[config.mk]
export PLATFORM = sky130hd
export DESIGN_NAME = display_frame_ctrl
export DESIGN_NICKNAME = d
export VERILOG_FILES = /design/src/rtl/display_pkg.sv /design/src/rtl/display_frame_ctrl_vblank_detect.sv /design/src/rtl/display_frame_ctrl.sv
export SDC_FILE = /design/constraint.sdc
export NUM_CORES = 1
export LEC_CHECK = 0
export CAP_MARGIN = 20
export CORE_MARGIN = 5
export CORE_UTILIZATION = 53
export CTS_BUF_LIST = sky130_fd_sc_hd__clkbuf_2 sky130_fd_sc_hd__clkbuf_4 sky130_fd_sc_hd__clkbuf_8
export DETAILED_ROUTE_END_ITERATION = 10
export PLACE_DENSITY = 0.87
export SYNTH_ARGS = -nofsm -noshare
export SYNTH_HDL_FRONTEND = slang
export SYNTH_SLANG_ARGS = --single-unit
[constraint.sdc]
create_clock -name clk -period 14.3 [get_ports clk]
set_clock_uncertainty 0.05 [all_clocks]
set_input_delay 2.86 -clock clk [delete_from_list [all_inputs] [get_ports clk]]
set_output_delay 2.86 -clock clk [all_outputs]
set_load 0.01 [all_outputs]
[src/rtl/display_pkg.sv]
// Shared scene codes, controller FSM states and the game-logic snapshot record
// used by display_frame_ctrl.
package display_pkg;

    typedef enum logic [3:0] {
        TITLE    = 4'd0,
        STAFF    = 4'd1,
        STAGE1   = 4'd2,
        SUCCESS1 = 4'd3,
        STAGE2   = 4'd4,
        SUCCESS2 = 4'd5,
        STAGE3   = 4'd6,
        SUCCESS3 = 4'd7,
        FAIL     = 4'd8
    } scene_e;

    typedef enum logic [1:0] {
        SYNC,
        RUN,
        BLANK
    } fsm_state_e;

    // Coordinates are stored zero-extended to this width; instances use POS_W <= POS_W_MAX.
    localparam int unsigned POS_W_MAX = 12;

    typedef struct packed {
        logic [3:0]           state;
        logic [3:0]           player_state;
        logic [3:0]           boss_state;
        logic [POS_W_MAX-1:0] player_x;
        logic [POS_W_MAX-1:0] player_y;
        logic [POS_W_MAX-1:0] boss_x;
        logic [POS_W_MAX-1:0] boss_y;
        logic [POS_W_MAX-1:0] obj_x;
        logic [POS_W_MAX-1:0] obj_y;
    } snapshot_t;

endpackage

[src/rtl/display_frame_ctrl_vblank_detect.sv]
// Start-of-vertical-blanking detector: one boundary pulse per frame, independent
// of how many clk cycles the pixel clock holds each line count.
module vblank_detect #(
    parameter int unsigned V_ACTIVE = 480
) (
    input  logic       clk,
    input  logic       rst,
    input  logic [9:0] vga_v_cnt,
    output logic       boundary
);

    logic vb;
    logic vb_q;

    assign vb = (vga_v_cnt >= 10'(V_ACTIVE));

    // Resetting to "in blanking" prevents a false boundary when reset releases mid-blank.
    always_ff @(posedge clk or posedge rst) begin
        if (rst) begin
            vb_q <= 1'b1;
        end else begin
            vb_q <= vb;
        end
    end

    assign boundary = vb & ~vb_q;

endmodule

[src/rtl/display_frame_ctrl.sv]
// Frame-synchronous scene controller: buffers game-logic snapshots and commits them
// at the start of vblank. Optional scene-change black frames via SCENE_BLANK_EN.
module display_frame_ctrl
    import display_pkg::*;
#(
    parameter int unsigned V_ACTIVE     = 480,
    parameter int unsigned BLANK_FRAMES = 16,
    parameter int unsigned POS_W        = 9
) (
    input  logic             clk,
    input  logic             rst,
    input  logic [9:0]       vga_v_cnt,
    input  logic             upd_valid,
    output logic             upd_ready,
    input  logic [3:0]       state_in,
    input  logic [3:0]       player_state_in,
    input  logic [3:0]       boss_state_in,
    input  logic [POS_W-1:0] player_x_in,
    input  logic [POS_W-1:0] player_y_in,
    input  logic [POS_W-1:0] boss_x_in,
    input  logic [POS_W-1:0] boss_y_in,
    input  logic [POS_W-1:0] obj_x_in,
    input  logic [POS_W-1:0] obj_y_in,
    output logic [3:0]       state_out,
    output logic [3:0]       player_state_out,
    output logic [3:0]       boss_state_out,
    output logic [POS_W-1:0] player_x_out,
    output logic [POS_W-1:0] player_y_out,
    output logic [POS_W-1:0] boss_x_out,
    output logic [POS_W-1:0] boss_y_out,
    output logic [POS_W-1:0] obj_x_out,
    output logic [POS_W-1:0] obj_y_out,
    output logic             force_blank,
    output logic             frame_tick,
    output logic [7:0]       frame_cnt
);

    if (BLANK_FRAMES < 1 || BLANK_FRAMES > 255 || POS_W < 1 || POS_W > POS_W_MAX) begin : g_param_check
        $error("display_frame_ctrl: BLANK_FRAMES or POS_W out of range");
    end

    logic       boundary;
    logic       xfer;
    logic       commit;
    logic       pend_full;
    snapshot_t  snap_in;
    snapshot_t  pend;
    snapshot_t  committed;
    fsm_state_e state;
    fsm_state_e state_next;

`ifdef SCENE_BLANK_EN
    localparam logic [7:0] BLANK_LOAD = 8'(BLANK_FRAMES - 1);
    logic       scene_change;
    logic [7:0] blank_cnt;
    logic [7:0] blank_cnt_next;
`endif

    vblank_detect #(
        .V_ACTIVE (V_ACTIVE)
    ) u_vblank_detect (
        .clk       (clk),
        .rst       (rst),
        .vga_v_cnt (vga_v_cnt),
        .boundary  (boundary)
    );

    assign upd_ready = ~pend_full;
    assign xfer      = upd_valid & upd_ready;
    assign commit    = boundary & pend_full;

    always_comb begin
        snap_in              = '0;
        snap_in.state        = state_in;
        snap_in.player_state = player_state_in;
        snap_in.boss_state   = boss_state_in;
        snap_in.player_x     = POS_W_MAX'(player_x_in);
        snap_in.player_y     = POS_W_MAX'(player_y_in);
        snap_in.boss_x       = POS_W_MAX'(boss_x_in);
        snap_in.boss_y       = POS_W_MAX'(boss_y_in);
        snap_in.obj_x        = POS_W_MAX'(obj_x_in);
        snap_in.obj_y        = POS_W_MAX'(obj_y_in);
    end

    // xfer needs an empty slot and commit a full one, so they never coincide.
    always_ff @(posedge clk or posedge rst) begin
        if (rst) begin
            pend      <= '0;
            pend_full <= 1'b0;
            committed <= '0;
        end else begin
            if (commit) begin
                committed <= pend;
            end
            if (xfer) begin
                pend      <= snap_in;
                pend_full <= 1'b1;
            end else if (commit) begin
                pend_full <= 1'b0;
            end
        end
    end

`ifdef SCENE_BLANK_EN
    assign scene_change = commit & (pend.state != committed.state);
`endif

    always_comb begin
        state_next = state;
`ifdef SCENE_BLANK_EN
        blank_cnt_next = blank_cnt;
`endif
        if (boundary) begin
            unique case (state)
                SYNC: state_next = RUN;
                RUN: begin
`ifdef SCENE_BLANK_EN
                    if (scene_change) begin
                        state_next     = BLANK;
                        blank_cnt_next = BLANK_LOAD;
                    end
`endif
                end
                BLANK: begin
`ifdef SCENE_BLANK_EN
                    if (scene_change) begin
                        blank_cnt_next = BLANK_LOAD;
                    end else if (blank_cnt == 8'd0) begin
                        state_next = RUN;
                    end else begin
                        blank_cnt_next = blank_cnt - 8'd1;
                    end
`else
                    state_next = RUN;
`endif
                end
                default: state_next = SYNC;
            endcase
        end
    end

    always_ff @(posedge clk or posedge rst) begin
        if (rst) begin
            state       <= SYNC;
            force_blank <= 1'b1;
            frame_tick  <= 1'b0;
            frame_cnt   <= '0;
`ifdef SCENE_BLANK_EN
            blank_cnt   <= '0;
`endif
        end else begin
            state       <= state_next;
            force_blank <= (state_next != RUN);
            frame_tick  <= boundary;
            if (boundary) begin
                frame_cnt <= frame_cnt + 8'd1;
            end
`ifdef SCENE_BLANK_EN
            blank_cnt   <= blank_cnt_next;
`endif
        end
    end

    assign state_out        = committed.state;
    assign player_state_out = committed.player_state;
    assign boss_state_out   = committed.boss_state;
    assign player_x_out     = POS_W'(committed.player_x);
    assign player_y_out     = POS_W'(committed.player_y);
    assign boss_x_out       = POS_W'(committed.boss_x);
    assign boss_y_out       = POS_W'(committed.boss_y);
    assign obj_x_out        = POS_W'(committed.obj_x);
    assign obj_y_out        = POS_W'(committed.obj_y);

endmodule

Word level (Yosys, flattened, before mapping)
Index checks and enable logic that the tools add are counted.
- register bits: 146
- input port bits: 79
- output and inout bits: 77
- logic and storage cells: 41
- $add $sub $neg: 1
- magnitude comparators: 1
- eq/ne operators: 3
- mux-type cells: 4
- bitwise operators: 5
- reduce and logical (&&, ||, !) cells: 3
- operator list (kind ; count):
    $ge A10 B9 Y1 const B ; 1
    $add A8 B1 Y8 const B ; 1
    $pmux W2 S2 ; 1
    $and A1 B1 Y1 ; 3
    $eq A2 B1 Y1 const B ; 1
    $eq A2 B2 Y1 const B ; 1
    $logic_not A2 Y1 ; 1
    $mux W1 ; 2
    $mux W2 ; 1
    $ne A2 B1 Y1 const B ; 1
    $not A1 Y1 ; 2
    $reduce_bool A2 Y1 ; 1
    $reduce_or A2 Y1 ; 1

Longest topological paths before layout
- word-level depth: 5
- depth in mapped cells: 5
- mapped depth without buffers: 4

Modules after synthesis
A second synthesis with hierarchy kept.
- cells, all modules: 323
- area, all modules: 5631.7 um^2
- modules (own cells, without submodules) (module ; times used ; cells an instance ; area an instance (um^2) ; sequential area each (um^2)):
    display_frame_ctrl ; 1 ; 319 ; 5577.8 ; 3629.7
    vblank_detect ; 1 ; 4 ; 53.8 ; 26.3

Worst setup path before layout
No wires, ideal clock.
- kind: input to register
- start: in vga_v_cnt[5]
- end: reg committed (netlist bit boss_x_out[0])
- setup time: 125 ps
- arrival: 3859 ps
- required time: 14125 ps
- path slack: 10266 ps
- stages on the path: 5
- buffers on the path: 2
- path through: a41oi_4 -> nor3_4 -> buf_6 -> buf_6 -> mux2_4
- longest elaborated chain between the ends: 3
- RTL lines (item ; RTL line ; text):
    start: declaration ; display_frame_ctrl.sv:12 ; input logic [9:0] vga_v_cnt,
    $ge A10 B9 Y1 ; display_frame_ctrl_vblank_detect.sv:15 ; assign vb = (vga_v_cnt >= 10'(V_ACTIVE));
    $and A1 B1 Y1 ; display_frame_ctrl_vblank_detect.sv:26 ; assign boundary = vb & ~vb_q;
    $and A1 B1 Y1 ; display_frame_ctrl.sv:70 ; assign commit = boundary & pend_full;
    end signal: assignment ; display_frame_ctrl.sv:93 ; committed <= pend;
    end: declaration ; display_frame_ctrl.sv:48 ; snapshot_t committed;
Every way passes these cells.
A chain may end at the register's enable or synchronous reset.

Final worst setup path
- start: in vga_v_cnt[5]
- end: reg committed (netlist bit player_state_out[1])
Same word-level chain as after synthesis.

==> results_dict.tcl <==
set metrics [dict create \
    synth_adder_area_share_pct 0.223 \
    floorplan.initialDensity_pct 54.3 \
    yosys.area_share.simple_pct 1.99 \
    antenna_cells 0 \
    path_clk_slew_ps 70 \
    holdWs_ps 418 \
    grt-ovfl-total 0 \
    finalWeightedCongestion 0.752 \
    avgSynthCellArea_sq_um 17.0 \
    synth_top_family_by_area "multiplexers" \
    cts.path.max_buffers 2 \
    drive_above_1_share_pct 35.1 \
    place_ws_ps 9290 \
    cts_sinks 146 \
    layout.cells.non_filler 637 \
    fp.dieW_microns 113 \
    grt_pass1_vias 3623 \
    setup_violations 0 \
    rsz0062_at_grt "no" \
    fin_crit_ps 4580 \
    clkLatencyLatePin_ps 420 \
    antenna_found_initial 0 \
    layout_commonest_cell "clkdlybuf4s50_1" \
    finalHoldViolations 0 \
    fin_nets 569 \
    grt_max_degree 89 \
    post_cts_resized 0 \
    hold_buffers 0 \
    ant_nets 0 \
    maxCapViolCount 0 \
    utilization_pct 74.5 \
    syn_inst 329 \
    hp-class "register to register" \
    crit_arrival_ps 4830 \
    synth.mux.area_fraction_pct 28.9 \
    dp_hpwl_microns 8030 \
    ys_ff_latch 146 \
    yosys_warnings 0 \
    area.sequential_sq_um 3660 \
    dr.pass1.iters 4 \
    tightestPinTransition_ps 798 \
    maxSlewViolCount 0 \
    p_per_area_nw_per_um2 198 \
    path_class "input port to register" \
    viasPerCell 5.09 \
    drc 0 \
    cts_max_level 4 \
    fillers 627 \
    routed_wl_microns 11800 \
    drt_iter0_markers 101 \
    syn-cell-area_sq_um 5600 \
    core_area_sq_um 10300 \
    numPortBuffers 150 \
    multi_input_area_sq_um 1840 \
    most-common-layout-cells "clkdlybuf4s50_1, dfrtp_1, mux2_2" \
    relSlewSlack_pct 46.8 \
    hold_depth 1 \
    io_pins 156 \
    critical_path.endpoint_type "register" \
    period_share_pct 32.0 \
    die_area_sq_um 12700 \
    status "finished clean" \
    cp_slowest_cell "buf_4" \
    crit_fanout 40 \
    startpoint_type "input port" \
    layout_setup_ws_ps 9720 \
    vdd_drop_max_v 0.000100 \
    post_cts_buffers 0 \
    setup_tns_ps 0 \
    syn_nets 409 \
    r2r_cells 3 \
    fmax_ghz 0.219 \
    die_y_microns 113 \
    seq_area_frac_synth_pct 65.3 \
    cts-root-buf "clkbuf_8" \
    required_ps 14560 \
    leakage_uw 0.00326 \
    syn2layout_area_growth_pct 37.4 \
    rows 37 \
    dp.cells 605 \
    synth_xor_area_share_pct 1.09 \
    yosysUniqueCellTypes 19 \
    grt_use_total_pct 19.4 \
    cts_tree "built" \
    synth_compound_area_share_pct 0.581 \
    wire_per_inst_microns 18.5 \
    critical_path.max_stage_delay_ps 580 \
    grt_first_pass_wirelength_microns 19200 \
    cts_made_buffers 17 \
    dr_total_vias 3245 \
    cp_cell_sequence "clkdlybuf4s50_1 -> a41oi_4 -> nor3_4 -> buf_4 -> mux2_2" \
]
## logic make-up after synthesis
family | Yosys count
adder cells (fa/ha/maj) | 1
buffers and inverters | 18
multiplexers | 134
flip-flops | 146
XOR/XNOR | 7
AO/OA/AOI/OAI | 2
AND/OR/NAND/NOR | 21
## layer usage
metal | GRT usage (%) | wire length, microns
met1 | 24.1 | 4830
met2 | 32.0 | 5930
met3 | 7.81 | 921
met4 | 4.57 | 105
met5 | 0 | 0
## cell usage after synthesis
cell type | n | area, sq um
dfrtp_1 | 144 | 3600
nor3_1 | 4 | 20.0
nand4_1 | 1 | 6.26
nand2b_1 | 2 | 12.5
mux2_4 | 29 | 435
xor2_1 | 7 | 61.3
nor2_1 | 5 | 18.8
nor2b_1 | 1 | 6.26
a41oi_4 | 1 | 27.5
buf_6 | 4 | 45.0
mux2_2 | 105 | 1180
dfstp_2 | 2 | 52.6
buf_2 | 10 | 50.1
ha_1 | 1 | 12.5
inv_1 | 4 | 15.0
nand2_1 | 5 | 18.8
nor3_4 | 1 | 16.3
a21oi_1 | 1 | 5.00
nor4_1 | 2 | 12.5
## worst max-delay path: cells and delay by family
| kind | cells | cell delay [ps] |
|---|---|---|
| AND/OR/NAND/NOR | 1 | 190 |
| buffers and inverters | 2 | 1100 |
| AO/OA/AOI/OAI | 1 | 220 |
| multiplexers | 1 | 410 |
## state kept, by name (all words and copies together), names as in the netlist, named ones only
name                  cells
boss_state_out            4
boss_x_out                9
boss_y_out                9
force_blank               1
frame_cnt                 8
frame_tick                1
obj_x_out                 9
obj_y_out                 9
pend                     66
pend_full                 1
player_state_out          4
player_x_out              9
player_y_out              9
state_out                 4
u_vblank_detect.vb_q      1
## report_power, final
group / switching (uW) / internal [uW]
combinational: 173 / 332
clock: 143 / 210
sequential: 94.7 / 571
total: 410 / 1110
## final timing paths
check	from	end	slack [ps]
max in group asynchronous	rst	force_blank$_DFF_PP1_	10370
worst min-delay path	register	force_blank$_DFF_PP1_	420
min in group asynchronous	rst	pend[41]$_DFFE_PP0P_	2810
worst max register to register	pend_full$_DFFE_PP0P_	pend[13]$_DFFE_PP0P_	12290
worst min register to register	register	force_blank$_DFF_PP1_	420
worst max-delay path	vga_v_cnt[5]	player_state_out[1]$_DFFE_PP0P_	9720
## stage by stage
step                power (uW)  cell area, sq um
CTS                       1540              7670
floorplan                  893              5600
global route              1610              7700
finish                    1520              7700
global placement          1150              7220
detailed placement        1180              7220
## layout make-up
class | count | area share (%)
clock inverters | 9 | 1.97
inverters | 4 | 0.260
well taps | 136 | 2.21
multi-input cells | 165 | 23.9
repair buffers | 155 | 20.3
clock buffers | 22 | 3.85
flip-flops and latches | 146 | 47.5
(Power assumes the default switching activity.)
